`config.mk`:
```
export PLATFORM = sky130hd
export DESIGN_NAME = bin_to_bcd_param
export DESIGN_NICKNAME = d
export VERILOG_FILES = /design/src/rtl/bin_to_bcd_param.sv
export SDC_FILE = /design/constraint.sdc
export NUM_CORES = 1
export LEC_CHECK = 0
export CORE_AREA = 10 10 66 108
export CTS_CLUSTER_DIAMETER = 200
export DETAILED_ROUTE_END_ITERATION = 8
export DIE_AREA = 0 0 76 118
export GPL_TIMING_DRIVEN = 0
export SLEW_MARGIN = 20
export SYNTH_ARGS = -nofsm -noshare
export SYNTH_HDL_FRONTEND = slang
export SYNTH_SLANG_ARGS = --single-unit
```
`constraint.sdc`:
```
create_clock -name clk -period 2.4 [get_ports clk]
set_clock_uncertainty 0.2 [all_clocks]
set_input_delay 0.24 -clock clk [delete_from_list [all_inputs] [get_ports clk]]
set_output_delay 0.24 -clock clk [all_outputs]
set_load 0.02 [all_outputs]
```
`src/rtl/bin_to_bcd_param.sv`:
```
// Sequential binary-to-BCD converter using shift-and-add-3, one bit per cycle.
// Optional two's-complement input with a separate sign output, plus a leading-zero blanking mask.
module bin_to_bcd_param #(
  parameter int BIN_W  = 8,
  parameter int DIGITS = 3
) (
  input  logic                  clk,
  input  logic                  rst,
  input  logic                  start,
  input  logic                  signed_en,
  input  logic [BIN_W-1:0]      bin,
  output logic                  ready,
  output logic                  done_tick,
  output logic [4*DIGITS-1:0]   bcd,
  output logic                  sign,
  output logic [DIGITS-1:0]     blank,
  output logic [1:0]            dbg_state
);

  localparam int CW = $clog2(BIN_W + 1);
  localparam int BW = 4 * DIGITS;
  localparam logic [DIGITS-1:0] BLANK_ZERO = ~DIGITS'(1);

  function automatic longint pow10(input int n);
    longint p = 1;
    for (int i = 0; i < n; i++) p = p * 10;
    return p;
  endfunction

  generate
    if (BIN_W < 4 || BIN_W > 32) begin : g_bad_width
      $error("bin_to_bcd_param: BIN_W=%0d outside 4..32", BIN_W);
    end
    if (pow10(DIGITS) <= ((longint'(1) << BIN_W) - 1)) begin : g_bad_digits
      $error("bin_to_bcd_param: DIGITS=%0d too small for BIN_W=%0d", DIGITS, BIN_W);
    end
  endgenerate

  // Handshake: start is accepted only on an edge where ready=1; done_tick
  // pulses for one cycle in the same cycle the new bcd/sign/blank appear.
  typedef enum logic [1:0] {S_IDLE = 2'd0, S_OP = 2'd1, S_DONE = 2'd2} state_t;

  state_t             r_state;
  state_t             w_state_nx;
  logic [CW-1:0]      r_cnt;
  logic [BIN_W-1:0]   r_mag;
  logic [BW-1:0]      r_work;
  logic               r_sign_nx;
  logic [BW-1:0]      r_bcd;
  logic               r_sign;
  logic [DIGITS-1:0]  r_blank;

  logic               w_neg;
  logic [BIN_W-1:0]   w_mag_in;
  logic [BW-1:0]      w_adj;
  logic [BW-1:0]      w_work_nx;
  logic [BIN_W-1:0]   w_mag_nx;
  logic               w_unused_msb;
  logic [DIGITS-1:0]  w_blank;
  logic               w_zero_above;

  assign w_neg    = signed_en & bin[BIN_W-1];
  assign w_mag_in = w_neg ? (~bin + BIN_W'(1)) : bin;

  // The top digit's shift-out is always zero given the DIGITS sizing check.
  always_comb begin
    w_adj = r_work;
    for (int i = 0; i < DIGITS; i++) begin
      if (r_work[4*i +: 4] >= 4'd5) w_adj[4*i +: 4] = r_work[4*i +: 4] + 4'd3;
    end
    {w_unused_msb, w_work_nx} = {w_adj, r_mag[BIN_W-1]};
    w_mag_nx = {r_mag[BIN_W-2:0], 1'b0};
  end

  always_comb begin
    w_blank      = '0;
    w_zero_above = 1'b1;
    for (int i = DIGITS - 1; i >= 1; i--) begin
      w_zero_above = w_zero_above && (w_work_nx[4*i +: 4] == 4'd0);
      w_blank[i]   = w_zero_above;
    end
  end

  always_comb begin
    w_state_nx = r_state;
    ready      = 1'b0;
    done_tick  = 1'b0;
    case (r_state)
      S_IDLE: begin
        ready = 1'b1;
        if (start) w_state_nx = S_OP;
      end
      S_OP: begin
        if (r_cnt == CW'(1)) w_state_nx = S_DONE;
      end
      S_DONE: begin
        done_tick  = 1'b1;
        w_state_nx = S_IDLE;
      end
      default: w_state_nx = S_IDLE;
    endcase
  end

  always_ff @(posedge clk) begin
    if (rst) begin
      r_state   <= S_IDLE;
      r_cnt     <= '0;
      r_mag     <= '0;
      r_work    <= '0;
      r_sign_nx <= 1'b0;
      r_bcd     <= '0;
      r_sign    <= 1'b0;
      r_blank   <= BLANK_ZERO;
    end else begin
      r_state <= w_state_nx;
      case (r_state)
        S_IDLE: begin
          if (start) begin
            r_mag     <= w_mag_in;
            r_work    <= '0;
            r_cnt     <= CW'(BIN_W);
            r_sign_nx <= w_neg;
          end
        end
        S_OP: begin
          r_work <= w_work_nx;
          r_mag  <= w_mag_nx;
          r_cnt  <= r_cnt - CW'(1);
          if (r_cnt == CW'(1)) begin
            r_bcd   <= w_work_nx;
            r_sign  <= r_sign_nx;
            r_blank <= w_blank;
          end
        end
        default: ;
      endcase
    end
  end

  assign bcd       = r_bcd;
  assign sign      = r_sign;
  assign blank     = r_blank;
  assign dbg_state = r_state;

endmodule

```
### After elaboration in Yosys (flattened, before gate mapping)

Cells that the tools add are included.

| word-level totals | value |
|---|---|
| bits in registers | 42 |
| latch bits | 0 |
| memory bits (writable) | 0 |
| memory bits (read-only) | 0 |
| input bits | 12 |
| output and inout port bits | 20 |
| logic and storage cells | 47 |
| memories | 0 |

| operators by class | value |
|---|---|
| add/subtract/negate cells | 5 |
| multipliers | 0 |
| div/mod/pow operators | 0 |
| order comparisons | 3 |
| equal/unequal tests | 5 |
| shift operators | 0 |
| mux-type cells | 15 |
| bitwise gates (word level) | 2 |
| reductions and logical operators | 9 |

Operator list:

| operator | number |
|---|---|
| 12-bit case mux with 2 select lines | 1 |
| 8-bit two-way mux | 2 |
| 8-bit case mux with 2 select lines | 1 |
| 4-bit by 3-bit greater-or-equal comparator with 1-bit output, second input constant | 3 |
| 12-bit two-way mux | 1 |
| 4-bit two-way mux | 3 |
| 4-bit by 2-bit adder with 4-bit output, second input constant | 2 |
| 8-bit by 1-bit adder with 8-bit output, second input constant | 1 |
| 4-bit logical NOT | 2 |
| 8-bit inverter | 1 |
| 4-bit case mux with 2 select lines | 1 |
| 2-bit AND reduction | 4 |
| 4-bit by 1-bit equality test with 1-bit output, second input constant | 1 |
| 2-bit two-way mux | 2 |
| 2-bit inequality test, second input constant | 2 |
| 2-bit case mux with 2 select lines | 1 |
| 4-bit by 1-bit subtractor with 4-bit output, second input constant | 1 |
| 3-bit by 2-bit adder with 3-bit output, second input constant | 1 |
| 3-bit two-way mux | 1 |
| 2-bit by 1-bit equality test with 1-bit output, second input constant | 1 |
| 2-bit equality test, second input constant | 1 |
| 2-bit logical NOT | 1 |
| 1-bit two-way mux | 2 |
| 2-bit nonzero test | 1 |
| other kinds (2) | 2 |

### Logic depth before layout (Yosys ltp)

| depth | value |
|---|---|
| depth after elaboration | 5 |
| gate-level depth with buffers | 7 |
| depth with buffers taken out | 7 |

### Least setup slack after synthesis

Ideal clock, no wire load.

| timing | value |
|---|---|
| path type | register to register |
| start point | reg r_work[8] |
| end point | reg r_blank[2] (netlist: blank[2]) |
| setup time | 0.120 ns |
| arrival time | 1.450 ns |
| required time | 2.080 ns |
| path slack | 0.630 ns |
| cell stages (with the launch flop) | 8 |
| path buffers | 0 |
| period minus slack after synthesis | 1.770 ns |
| cells stage by stage | dfxtp_1 -> inv_1 -> ha_1 -> nor3b_1 -> a21oi_1 -> nor3b_2 -> and3_1 -> a211o_1 |

| between the ends | value |
|---|---|
| word-level cells in the longest chain between the ends | 3 |
| elaborated cells between the ends (all ways) | 4 |
| those cells by class | 1 x add/sub; 1 x order compare; 1 x mux; 1 x reduce/logical |

RTL lines:

| element | line | RTL |
|---|---|---|
| start: declaration | 47 | `logic [BW-1:0] r_work;` |
| start signal: assignment | 126 | `r_work <= w_work_nx;` |
| 4-bit by 3-bit greater-or-equal comparator with 1-bit output or 3-bit by 2-bit adder with 3-bit output (tied branches) | 69 | `if (r_work[4*i +: 4] >= 4'd5) w_adj[4*i +: 4] = r_work[4*i +: 4] + 4'd3;` |
| 3-bit two-way mux * | 69 |  |
| 4-bit logical NOT * | 79 | `w_zero_above = w_zero_above && (w_work_nx[4*i +: 4] == 4'd0);` |
| end signal: assignment | 132 | `r_blank <= w_blank;` |
| end: declaration | 51 | `logic [DIGITS-1:0] r_blank;` |

Every way passes the cells marked *; elsewhere a longest branch is shown, timed or not.
A chain may end at the register's enable or synchronous reset.

### Worst setup path after layout

| timing | value |
|---|---|
| start point | reg r_state[0] (netlist: dbg_state[0]) |
| end point | out done_tick |

| between the ends | value |
|---|---|
| word-level cells in the longest chain between the ends | 2 |

RTL lines:

| element | line | RTL |
|---|---|---|
| start: declaration | 43 | `state_t r_state;` |
| start signal: assignment | 115 | `r_state <= w_state_nx;` |
| 2-bit equality test | 88 | `case (r_state)` |
| 1-bit two-way mux | 88 |  |
| end: declaration | 13 | `output logic done_tick,` |

Every way passes these cells.

==> flow_metrics.py <==
metrics = {
    "job": {
        "drv_cap": 0,
    },
    "sta": {
        "timing.setup.tns_ns": 0,
        "achievable_frequency_mhz": 511.2,
        "fin_worst_hold_slack_ns": 0.2544,
        "finalCritPeriodShare_pct": 81.51,
        "tightestPinTransition_ns": 0.7338,
        "timing_max_transition_violations_final": 0,
        "finalHoldViolations": 0,
        "rsz_0062_raised_after_global_routing": "no",
        "relSlewSlack_pct": 50.90,
        "setup_viol_count_final": 0,
        "worst_slack_ns": 0.4437,
        "period_minus_slack_ns": 1.956,
    },
    "die": {
        "die_w_um": 76,
        "die_h_um": 118,
        "core_region_area_um2": 5299,
        "std_cell_rows": 35,
        "start_util_pct": 38.75,
        "io_pins": 32,
        "die_area_um2": 8968,
    },
    "worst_hold_path": {
        "hp-class": "flop to flop",
        "worst_min_path_start": "bcd[5]$_SDFFE_PP0P_",
    },
    "placed_design": {
        "post-place-ws_ns": 0.2163,
        "port_buffers": 30,
        "placedCellCount": 343,
        "placed_cell_area_um2": 2446,
        "place.detailed.hpwl_um": 3798,
        "routability_driven_placement_congestion_ratio": 0.7667,
    },
    "detailed_routing": {
        "detail_route.vias_per_cell": 5.026,
        "antenna_left": 0,
        "via_count": 1764,
        "drt_first_iter_violations": 64,
        "routed_wire_length_per_instance_um": 14.09,
        "remaining_drc_errors": 0,
        "totalWireLength_um": 4945,
        "detailedRoute.firstPassIterationCount": 4,
    },
    "finish": {
        "antenna_cells": 0,
        "final_design_area_no_fill_um2": 2555,
        "final-seq-area_um2": 840.8,
        "layout.cells.most_common_list": "dfxtp_1 (42), nand2_1 (36), clkdlybuf4s50_1 (30), a21oi_1 (23), nor2_1 (18)",
        "postLayoutCoreUtil_pct": 48.22,
        "layout-drive-gt1-share_pct": 10.11,
        "fillCellCount": 531,
        "syn_to_final_growth_pct": 24.44,
        "multiInputGateArea_um2": 1105,
        "layout_commonest_cell": "dfxtp_1",
        "fin_cells": 351,
        "final_nets": 297,
    },
    "power": {
        "vdd_drop_max_uv": 253.8,
        "design_power_total_mw": 1.507,
        "power.density_cell_area_nw_per_um2": 589.7,
        "power.static_leakage_nw": 0.9340,
    },
    "worst_setup_path": {
        "cp_slowest_stage_delay_ns": 0.54,
        "critical_path.max_fanout": 5,
        "startpoint": "dbg_state[0]$_SDFFE_PP0P_",
        "cp.arrival_ns": 1.52,
        "rr_startpoint": "r_work[4]$_SDFFE_PP0P_",
        "crit_chain": "and2b_1 > clkdlybuf4s50_1",
        "worstSetupStartpointType": "flop",
        "cp-end-kind": "output port",
        "crit_required_ns": 1.96,
        "slowest_stage": "clkdlybuf4s50_1",
        "crit_type": "flop to output port",
    },
    "clock_network": {
        "clockRootBuffer": "clkbuf_8",
        "cts_resized": 0,
        "ctsHtreeMaxLevel": 2,
        "worstSkewPairLatency_ns": 0.30,
        "cts.repair_timing.setup_buffer_count": 0,
        "cts_max_path_buffers": 2,
        "cts.sink_count": 42,
        "cts_tree": "done",
        "cts-buffers-inserted": 5,
        "clk_pin_slew_worst_paths_ns": 0.09,
        "post_cts_hold_buffer_count": 0,
    },
    "global_route": {
        "grtUsageTotal_pct": 11.34,
        "grt_max_degree": 14,
        "grt_pass1_vias": 1889,
        "globalRouteOverflowTotal": 0,
        "global_route_wire_length_before_repair_um": 8514,
        "grt_antenna_before_repair": 0,
    },
    "logic_synthesis": {
        "synth.ff_latch_count": 42,
        "net_count_of_the_mapped_netlist": 260,
        "seq_area_frac_synth_pct": 40.95,
        "syn-instance-count": 239,
        "yosysWarnings": 0,
        "dominantRegCellSynth": "dfxtp_1",
        "ys_types": 47,
        "count_of_flip_flops_with_a_built_in_enable_after_synthesis": 0,
        "post_synth_instance_area_um2": 2053,
        "mean_cell_area_of_the_mapped_netlist_um2": 8.591,
        "synth_async_sr_flop_share_pct": 0,
    },
    "status": {
        "status": "completed",
    },
}
==> Yosys cell counts (2+ instances only) <==
| master | count | share of area, % |
|---|---|---|
| a21oi_1 | 23 | 5.6 |
| nor2_1 | 18 | 3.3 |
| a31oi_1 | 4 | 1.2 |
| nor3_1 | 6 | 1.5 |
| inv_1 | 10 | 1.8 |
| nand2b_1 | 5 | 1.5 |
| a22oi_1 | 3 | 1.1 |
| buf_4 | 3 | 1.1 |
| mux2i_1 | 4 | 2.0 |
| buf_2 | 2 | 0.49 |
| xnor2_1 | 5 | 2.1 |
| a22o_1 | 7 | 3.0 |
| nor3b_1 | 4 | 1.5 |
| o21ai_1 | 9 | 2.2 |
| a211oi_1 | 5 | 1.8 |
| xor2_1 | 2 | 0.85 |
| a221oi_1 | 2 | 0.85 |
| dfxtp_1 | 42 | 41 |
| ha_1 | 9 | 5.5 |
| nor2_4 | 2 | 1.1 |
| buf_6 | 2 | 1.1 |
| nor3b_2 | 2 | 1.2 |
| or3_1 | 2 | 0.61 |
| nand2_1 | 36 | 6.6 |
| nand3_1 | 9 | 2.2 |
| buf_1 | 2 | 0.37 |
==> worst max-delay path: cells and delay by family (launching register included) <==
| family | cells | cell delay [ns] |
|---|---|---|
| buf+inv | 1 | 0.54 |
| flops | 1 | 0.46 |
| simple gates | 1 | 0.21 |
==> final timing paths <==
path	endpoint	slack [ns]	depth (start not counted)
setup reg to reg	blank[2]$_SDFFE_PP1P_	0.45	7
setup / recovery	done_tick	0.44	2
hold / removal	bcd[5]$_SDFFE_PP0P_	0.25	2
hold reg to reg	bcd[5]$_SDFFE_PP0P_	0.25	2
==> kinds of logic (layout without fill, tap and decap cells) <==
family | count (synthesis) | count (layout) | synth area share (%)
other cells | 1 | 1 | 0.1826
fa+ha+maj | 9 | 9 | 5.485
xor+xnor | 7 | 7 | 2.986
compound gates | 61 | 61 | 19.38
mux | 4 | 4 | 1.950
simple gates | 94 | 94 | 23.83
flops | 42 | 42 | 40.95
buf+inv | 21 | 59 | 5.241
==> per-layer routing <==
metal / track usage [%] / routed length, um
met1: 10.66 / 2000
met4: 6.548 / 131
met3: 3.058 / 195
met5: 0 / 0
met2: 21.06 / 2619
==> registers in the layout, indices dropped and copies added, names as in the netlist <==
signal / flops
bcd: 12
r_work: 12
r_sign_nx: 1
sign: 1
r_mag: 8
blank: 2
r_cnt: 4
dbg_state: 2
==> final cells by class <==
class                           instances  share of cell area (%)
Buffer                                 10                   2.595
Clock buffer                            5                   2.693
Clock inverter                          3                   1.567
Inverter                               11                   1.616
Multi-Input combinational cell        176                   43.24
Sequential cell                        42                   32.91
Tap cell                               74                   3.624
Timing Repair Buffer                   30                   11.75
==> power breakdown <==
group | internal, mW | switching (mW) | total, mW
registers | 0.721 | 0.0196 | 0.741
clock network | 0.306 | 0.255 | 0.561
logic | 0.0877 | 0.117 | 0.205
total | 1.12 | 0.391 | 1.51
(Power assumes the default switching activity.)
